<file path="src/rtl/chnl_rx_buf.sv">
// chnl_rx_buf: buffered, length-aware Riffa/CHNL receive channel feeding a user valid/ready stream.
// Latency: a beat accepted on CHNL_RX_DATA is presented on o_data one cycle later at the earliest.
// Backpressure: o_rdy low fills the FIFO; CHNL_RX_DATA_REN drops while it is full, so no beat is lost.

// Small synchronous FIFO: registered storage, no fall-through, count distinguishes full from empty.
module chnl_rx_fifo #(
   parameter int WIDTH = 33,
   parameter int DEPTH = 16
) (
   input  logic             clk,
   input  logic             rst,
   input  logic             wr_en,
   input  logic [WIDTH-1:0] wr_data,
   output logic             full,
   input  logic             rd_en,
   output logic [WIDTH-1:0] rd_data,
   output logic             empty
);
   localparam int AW = $clog2(DEPTH);

   logic [WIDTH-1:0] mem [DEPTH];
   logic [AW-1:0]    wr_ptr;
   logic [AW-1:0]    rd_ptr;
   logic [AW:0]      count;
   logic             do_wr;
   logic             do_rd;

   assign empty   = (count == '0);
   assign full    = (count == (AW+1)'(DEPTH));
   assign do_rd   = rd_en & ~empty;
   assign do_wr   = wr_en & (~full | do_rd);
   assign rd_data = mem[rd_ptr];

   // Storage array; contents are don't-care until the count says otherwise.
   always_ff @(posedge clk) begin
      if (do_wr) mem[wr_ptr] <= wr_data;
   end

   // Pointers wrap naturally at DEPTH (power of two); count tracks occupancy.
   always_ff @(posedge clk or posedge rst) begin
      if (rst) begin
         wr_ptr <= '0;
         rd_ptr <= '0;
         count  <= '0;
      end else begin
         if (do_wr) wr_ptr <= wr_ptr + 1'b1;
         if (do_rd) rd_ptr <= rd_ptr + 1'b1;
         case ({do_wr, do_rd})
            2'b10:   count <= count + 1'b1;
            2'b01:   count <= count - 1'b1;
            default: count <= count;
         endcase
      end
   end
endmodule

module chnl_rx_buf #(
   parameter int C_PCI_DATA_WIDTH = 32,
   parameter int DEPTH            = 16
) (
   input  logic                        clk,
   input  logic                        rst,
   output logic                        o_val,
   input  logic                        o_rdy,
   output logic [C_PCI_DATA_WIDTH-1:0] o_data,
   output logic                        o_last,
   output logic [31:0]                 o_len,
   output logic                        o_done,
   output logic                        o_abort,
   output logic                        o_busy,
   output logic                        CHNL_RX_CLK,
   input  logic                        CHNL_RX,
   output logic                        CHNL_RX_ACK,
   input  logic                        CHNL_RX_LAST,
   input  logic [31:0]                 CHNL_RX_LEN,
   input  logic [30:0]                 CHNL_RX_OFF,
   input  logic [C_PCI_DATA_WIDTH-1:0] CHNL_RX_DATA,
   input  logic                        CHNL_RX_DATA_VALID,
   output logic                        CHNL_RX_DATA_REN
);
   localparam int          WPB   = C_PCI_DATA_WIDTH / 32;
   localparam int          WSH   = $clog2(WPB);
   localparam logic [31:0] WMASK = 32'(WPB - 1);

   typedef enum logic [1:0] {IDLE, OPENING, OPEN, WAIT_CLOSE} state_t;

   state_t                      state;
   state_t                      state_nxt;
   logic [31:0]                 remaining;
   logic [31:0]                 beats_exp;
   logic                        fifo_full;
   logic                        fifo_empty;
   logic [C_PCI_DATA_WIDTH:0]   fifo_rdata;
   logic                        unused_ok;

   // Host's offset and last flag carry nothing this receiver needs.
   assign unused_ok = ^{CHNL_RX_LAST, CHNL_RX_OFF};

   // ceil(LEN / WPB) as shift plus round-up bit, so LEN near 2^32 cannot overflow.
   assign beats_exp = (CHNL_RX_LEN >> WSH) + {31'd0, |(CHNL_RX_LEN & WMASK)};

   assign CHNL_RX_CLK = clk;
   assign o_busy      = (state != IDLE);
   assign o_val       = ~fifo_empty;
   assign o_data      = o_val ? fifo_rdata[C_PCI_DATA_WIDTH-1:0] : '0;
   assign o_last      = o_val & fifo_rdata[C_PCI_DATA_WIDTH];

   // Channel state register.
   always_ff @(posedge clk or posedge rst) begin
      if (rst) state <= IDLE;
      else     state <= state_nxt;
   end

   // Next state plus handshake and status pulses; a last beat landing as CHNL_RX falls still completes.
   always_comb begin
      state_nxt        = state;
      CHNL_RX_ACK      = 1'b0;
      CHNL_RX_DATA_REN = 1'b0;
      o_done           = 1'b0;
      o_abort          = 1'b0;
      case (state)
         IDLE: begin
            if (CHNL_RX) state_nxt = OPENING;
         end
         OPENING: begin
            if (CHNL_RX) begin
               CHNL_RX_ACK = 1'b1;
               state_nxt   = OPEN;
            end else begin
               state_nxt   = IDLE;
            end
         end
         OPEN: begin
            CHNL_RX_DATA_REN = CHNL_RX_DATA_VALID & ~fifo_full & (remaining != 32'd0);
            if (remaining == 32'd0 || (CHNL_RX_DATA_REN && remaining == 32'd1)) begin
               state_nxt = WAIT_CLOSE;
            end else if (!CHNL_RX) begin
               o_abort   = 1'b1;
               state_nxt = IDLE;
            end
         end
         WAIT_CLOSE: begin
            if (!CHNL_RX) begin
               o_done    = 1'b1;
               state_nxt = IDLE;
            end
         end
         default: state_nxt = IDLE;
      endcase
   end

   // Latch length and beat budget at open; count down on every accepted beat.
   always_ff @(posedge clk or posedge rst) begin
      if (rst) begin
         o_len     <= 32'd0;
         remaining <= 32'd0;
      end else if (state == IDLE && CHNL_RX) begin
         o_len     <= CHNL_RX_LEN;
         remaining <= beats_exp;
      end else if (CHNL_RX_DATA_REN) begin
         remaining <= remaining - 32'd1;
      end
   end

   chnl_rx_fifo #(
      .WIDTH (C_PCI_DATA_WIDTH + 1),
      .DEPTH (DEPTH)
   ) u_fifo (
      .clk     (clk),
      .rst     (rst),
      .wr_en   (CHNL_RX_DATA_REN),
      .wr_data ({(remaining == 32'd1), CHNL_RX_DATA}),
      .full    (fifo_full),
      .rd_en   (o_rdy),
      .rd_data (fifo_rdata),
      .empty   (fifo_empty)
   );
endmodule
</file>
<file path="config.mk">
export PLATFORM = sky130hd
export DESIGN_NAME = chnl_rx_buf
export DESIGN_NICKNAME = d
export VERILOG_FILES = /design/src/rtl/chnl_rx_buf.sv
export SDC_FILE = /design/constraint.sdc
export NUM_CORES = 1
export LEC_CHECK = 0
export ABC_CLOCK_PERIOD_IN_PS = 5900
export BUFFER_PORTS_ARGS = -buffer_cell sky130_fd_sc_hd__buf_4
export CORE_MARGIN = 1
export CORE_UTILIZATION = 56
export CTS_BUF_LIST = sky130_fd_sc_hd__clkbuf_4
export CTS_CLUSTER_SIZE = 25
export DETAILED_ROUTE_END_ITERATION = 12
export PLACE_DENSITY_LB_ADDON = 0.2
export SETUP_SLACK_MARGIN = 0.2
export SLEW_MARGIN = 25
export SYNTH_ARGS = -nofsm -noshare
export SYNTH_HDL_FRONTEND = slang
export SYNTH_HIERARCHICAL = 1
export SYNTH_SLANG_ARGS = --single-unit
export TNS_END_PERCENT = 5
</file>
<file path="constraint.sdc">
create_clock -name clk -period 5.9 [get_ports clk]
set_clock_uncertainty 0.05 [all_clocks]
set_input_delay 1.18 -clock clk [delete_from_list [all_inputs] [get_ports clk]]
set_output_delay 1.18 -clock clk [all_outputs]
set_load 0.02 [all_outputs]
</file>
; Yosys cells after proc, flatten, opt, wreduce, memory -nomap -nowiden
; Memories as Yosys holds them, arrays and structs flattened.
; Cells that the tools add are included.
[op_classes]
add_sub_neg = 5
eq_ne = 8
mux = 18
n_bitwise = 8
reduce_logical = 10
[ops]
columns = operator, n
row1 = $mux 32, 3
row2 = $eq 32x1->1 const B, 1
row3 = $logic_not 32->1, 1
row4 = $reduce_bool 32->1, 1
row5 = $sub 32x1->32 const B, 1
row6 = $pmux 5 s2, 1
row7 = $mux 1, 9
row8 = $add 4x1->4 const B, 2
row9 = $mux 2, 4
row10 = $pmux 2 s4, 1
row11 = $eq 2x2->1 const B, 3
row12 = $reduce_bool 2->1, 3
row13 = $add 5x1->5 const B, 1
row14 = $and 1x1->1, 5
row15 = $eq 5x5->1 const B, 1
row16 = $logic_not 5->1, 1
row17 = $sub 5x1->5 const B, 1
row18 = $eq 2x1->1 const B, 2
row19 = $logic_and 1x1->1, 2
row20 = $logic_not 2->1, 1
row21 = $ne 2x2->1 const B, 1
row22 = $not 1->1, 2
row23 = $logic_or 1x1->1, 1
row24 = $or 1x1->1, 1
[totals]
regBits = 79
mem_bits_rw = 528
input_bits = 101
out_inout_bits = 72
wordCells = 56
memories = 1
[memory_table]
columns = name, depth, word_bits, read_ports, rd_clocked_by_memory_dff, write_ports, line_no
row1 = u_fifo.mem, 16, 33, 1, 0, 1, 21  ; logic [WIDTH-1:0] mem [DEPTH];

; Depth between registers and ports, before layout
[logic_depth]
word_depth = 8
mapped_depth = 13
mapped_depth_nobuf = 11

; By module
; The synthesis kept the hierarchy.
[modules_own_cells]
columns = mod, instances, cells_per_inst, area_each_um2, seq_area_each_um2
row1 = chnl_rx_fifo, 1, 905, 20669.8, 16180.5
row2 = chnl_rx_buf, 1, 387, 3409.5, 1651.6

==> results_dict.tcl <==
set metrics [dict create \
    drtPass1Iterations 5 \
    p_int_mw 8.475 \
    core_sq_um 42130 \
    clkLatencyLatePin_ns 0.93 \
    yosys_warnings 6 \
    nNetsFinal 1662 \
    dp.cells 1933 \
    post_cts_buffers 0 \
    syn_area_per_cell_sq_um 18.64 \
    ys_seq_area_share_pct 74.06 \
    hold_viol 0 \
    drtIter0Drc 1029 \
    min_period_ns 4.781 \
    dp_hpwl_microns 27620 \
    ys_ff_latch 607 \
    yosysTopAreaCellShare_pct 65.85 \
    max_freq_mhz 209.1 \
    fp.dieW_microns 209.4 \
    worstSetupPathType "flip-flop to primary output" \
    p_switching_mw 3.812 \
    wl_per_cell_microns 23.54 \
    cp_cell_sequence "buf_4 -> mux4_2 -> a22oi_1 -> nand2_1 -> nor2b_1 -> buf_4" \
    postCtsHoldBufs 0 \
    required_ns 4.67 \
    synthesis.area_sq_um 24080 \
    endpoint_kind "primary output" \
    p_leak_nw 9.840 \
    gp_congestion 0.7530 \
    status "complete, no violations" \
    nFillCells 2914 \
    swShare_pct 31.03 \
    grt_antenna_before_repair 2 \
    setup_violations 0 \
    num_vias 12893 \
    hold_path_class "input port to asynchronous set/reset pin" \
    power_density_nw_per_um2 444.7 \
    synth_area_leaders "edfxtp_1 (66%), mux4_2 (12%), dfrtp_1 (8.2%)" \
    p_clk_share_pct 27.7 \
    cts_tree "built" \
    cap_violations 0 \
    path_clk_slew_ns 0.07 \
    cts_resized 0 \
    synthFlopType "edfxtp_1" \
    crit_path_start_kind "flip-flop" \
    initial_core_util_pct 57.15 \
    path_buf_inv 2 \
    io_buffer_count 140 \
    rsz0062_at_grt "false" \
    power_frac_comb_pct 29.7 \
    area_growth_pct 14.74 \
    boundaryPins 173 \
    grt.overflow.total 0 \
    critPathArrivalTime_ns 3.55 \
    async_reset_ff_share_pct 13.01 \
    period_share_pct 81.04 \
    die_y_microns 209.4 \
    crit_path_max_incr_delay_ns 0.97 \
    die_area_sq_um 43830 \
    pwr-share-seq_pct 42.6 \
    ys_types 59 \
    viasPerCell 5.920 \
    finalNonFillerCells 2178 \
    grtUsageTotal_pct 24.39 \
    tightest_slew_ns 0.9809 \
    synth_top_area_cell "edfxtp_1" \
    slowest_stage "dfrtp_4" \
    rows 75 \
    peakVddDrop_v 0.0002528 \
    crit_top_cell "buf_4" \
    drive_gt1_share_pct 34.27 \
    routed_wl_microns 51270 \
    maxSlewHeadroom_pct 34.47 \
    grt_pass1_vias 13621 \
    syn_nets 1405 \
    syn_inst 1292 \
    slew_violations 0 \
    grt_max_degree 67 \
    fin_tns_setup_ns 0 \
    drt.antenna.violating_nets 0 \
    synth-edff-count 528 \
    drc 0 \
    critPathTopFamily "flip-flops" \
    grt_pass1_wl_microns 78180 \
    path_max_fanout 40 \
]
==> cell usage in the layout (no fill, tap or decap), drive strengths merged, types with 21 or more instances in the layout <==
cell type	Yosys	layout
a22oi	66	66
buf	26	167
clkbuf	39	208
clkinv	0	23
dfrtp	79	79
edfxtp	528	528
mux4	132	132
nand2	143	143
nand3	21	21
nor2	33	33
nor2b	37	37
==> stage by stage <==
step | power (mW) | area, sq um | hold slack [ns] | worst slack [ns] | utilization (%)
global placement | 8.984 | 25770 | 0.4106 | 1.586 | 61.16
finish | 12.29 | 27630 | 0.2479 | 1.119 | 65.57
detailed placement | 9.039 | 25780 | 0.4137 | 1.586 | 61.19
CTS | 12.45 | 27620 | 0.1885 | 0.9650 | 65.56
floorplan | 7.823 | 24080 | 0.4094 | 1.586 | -
global route | 12.93 | 27630 | 0.2293 | 0.8170 | 65.57
==> synth_stat cells (4+ instances only) <==
cell,instances
edfxtp_1,528
nand2_1,143
mux4_2,132
dfrtp_1,79
a22oi_1,66
clkbuf_1,38
nor2b_1,37
nor2_1,33
nand3_1,21
xor2_1,19
and3_1,18
xnor2_1,17
a21oi_1,15
buf_2,13
inv_1,13
ha_1,11
nor3_1,10
o21ai_1,9
buf_6,8
o21ai_0,8
and2_1,6
nand2b_1,5
o211ai_1,5
nor4_1,4
==> power groups by stage <==
stage | Clock [mW] | Combinational, mW | Sequential, mW
2_1_floorplan | 0.0198 | 2.60 | 5.20
6_report | 3.40 | 3.65 | 5.23
5_1_grt | 3.71 | 3.95 | 5.27
3_3_place_gp | 0.0198 | 3.65 | 5.32
3_5_place_dp | 0.0198 | 3.69 | 5.33
4_1_cts | 3.51 | 3.70 | 5.24
==> registers in the layout, summed over array words and instances (netlist names) <==
signal         cells
o_len             32
remaining         32
state              2
u_fifo/count       5
u_fifo/mem       528
u_fifo/rd_ptr      4
u_fifo/wr_ptr      4
==> kinds of logic (layout without fill, tap and decap cells) <==
family / count (synthesis) / count (layout) / synth area share, %
flops: 607 / 607 / 74.06
xor+xnor: 36 / 36 / 1.309
simple gates: 303 / 303 / 6.355
compound gates: 120 / 120 / 3.534
fa+ha+maj: 12 / 12 / 0.6547
mux: 136 / 136 / 12.52
buf+inv: 78 / 423 / 1.569
other cells: 0 / 2 / 0
==> final timing paths <==
path	from	end	slack, ns	cells past startpoint
max	u_fifo/rd_ptr[0]	o_data[10]	1.12	6
min	rst	u_fifo/wr_ptr[2]	0.25	2
max reg2reg	u_fifo/count[0]	u_fifo/count[4]	2.43	11
min reg2reg	o_len[23]	o_len[23]	0.43	2
max in group asynchronous	rst	o_len[9]	4.80	3
min in group clk	CHNL_RX_LEN[26]	o_len[26]	0.41	3
==> per-layer routing <==
layer | part of all wire (%) | vias to the layer above | track usage (%)
met5 | 0 | - | 0
met4 | 1.8 | 0 | 9.178
met3 | 7.1 | 67 | 5.132
met2 | 50 | 474 | 40.07
met1 | 41 | 6632 | 32.47
li1 | - | 5720 | -
==> final cells by class <==
type | count | area (sq um) | area share, %
multi-input combinational | 607 | 5927 | 21.45
antenna | 2 | 5.005 | 0.01811
tap | 539 | 674.4 | 2.441
clock inverter | 35 | 280.3 | 1.014
clock buffer | 209 | 1569 | 5.679
inverter | 13 | 50.05 | 0.1811
sequential | 607 | 17840 | 64.57
timing repair buffer | 166 | 1284 | 4.646
No activity file was read; power rests on OpenSTA's default activity.
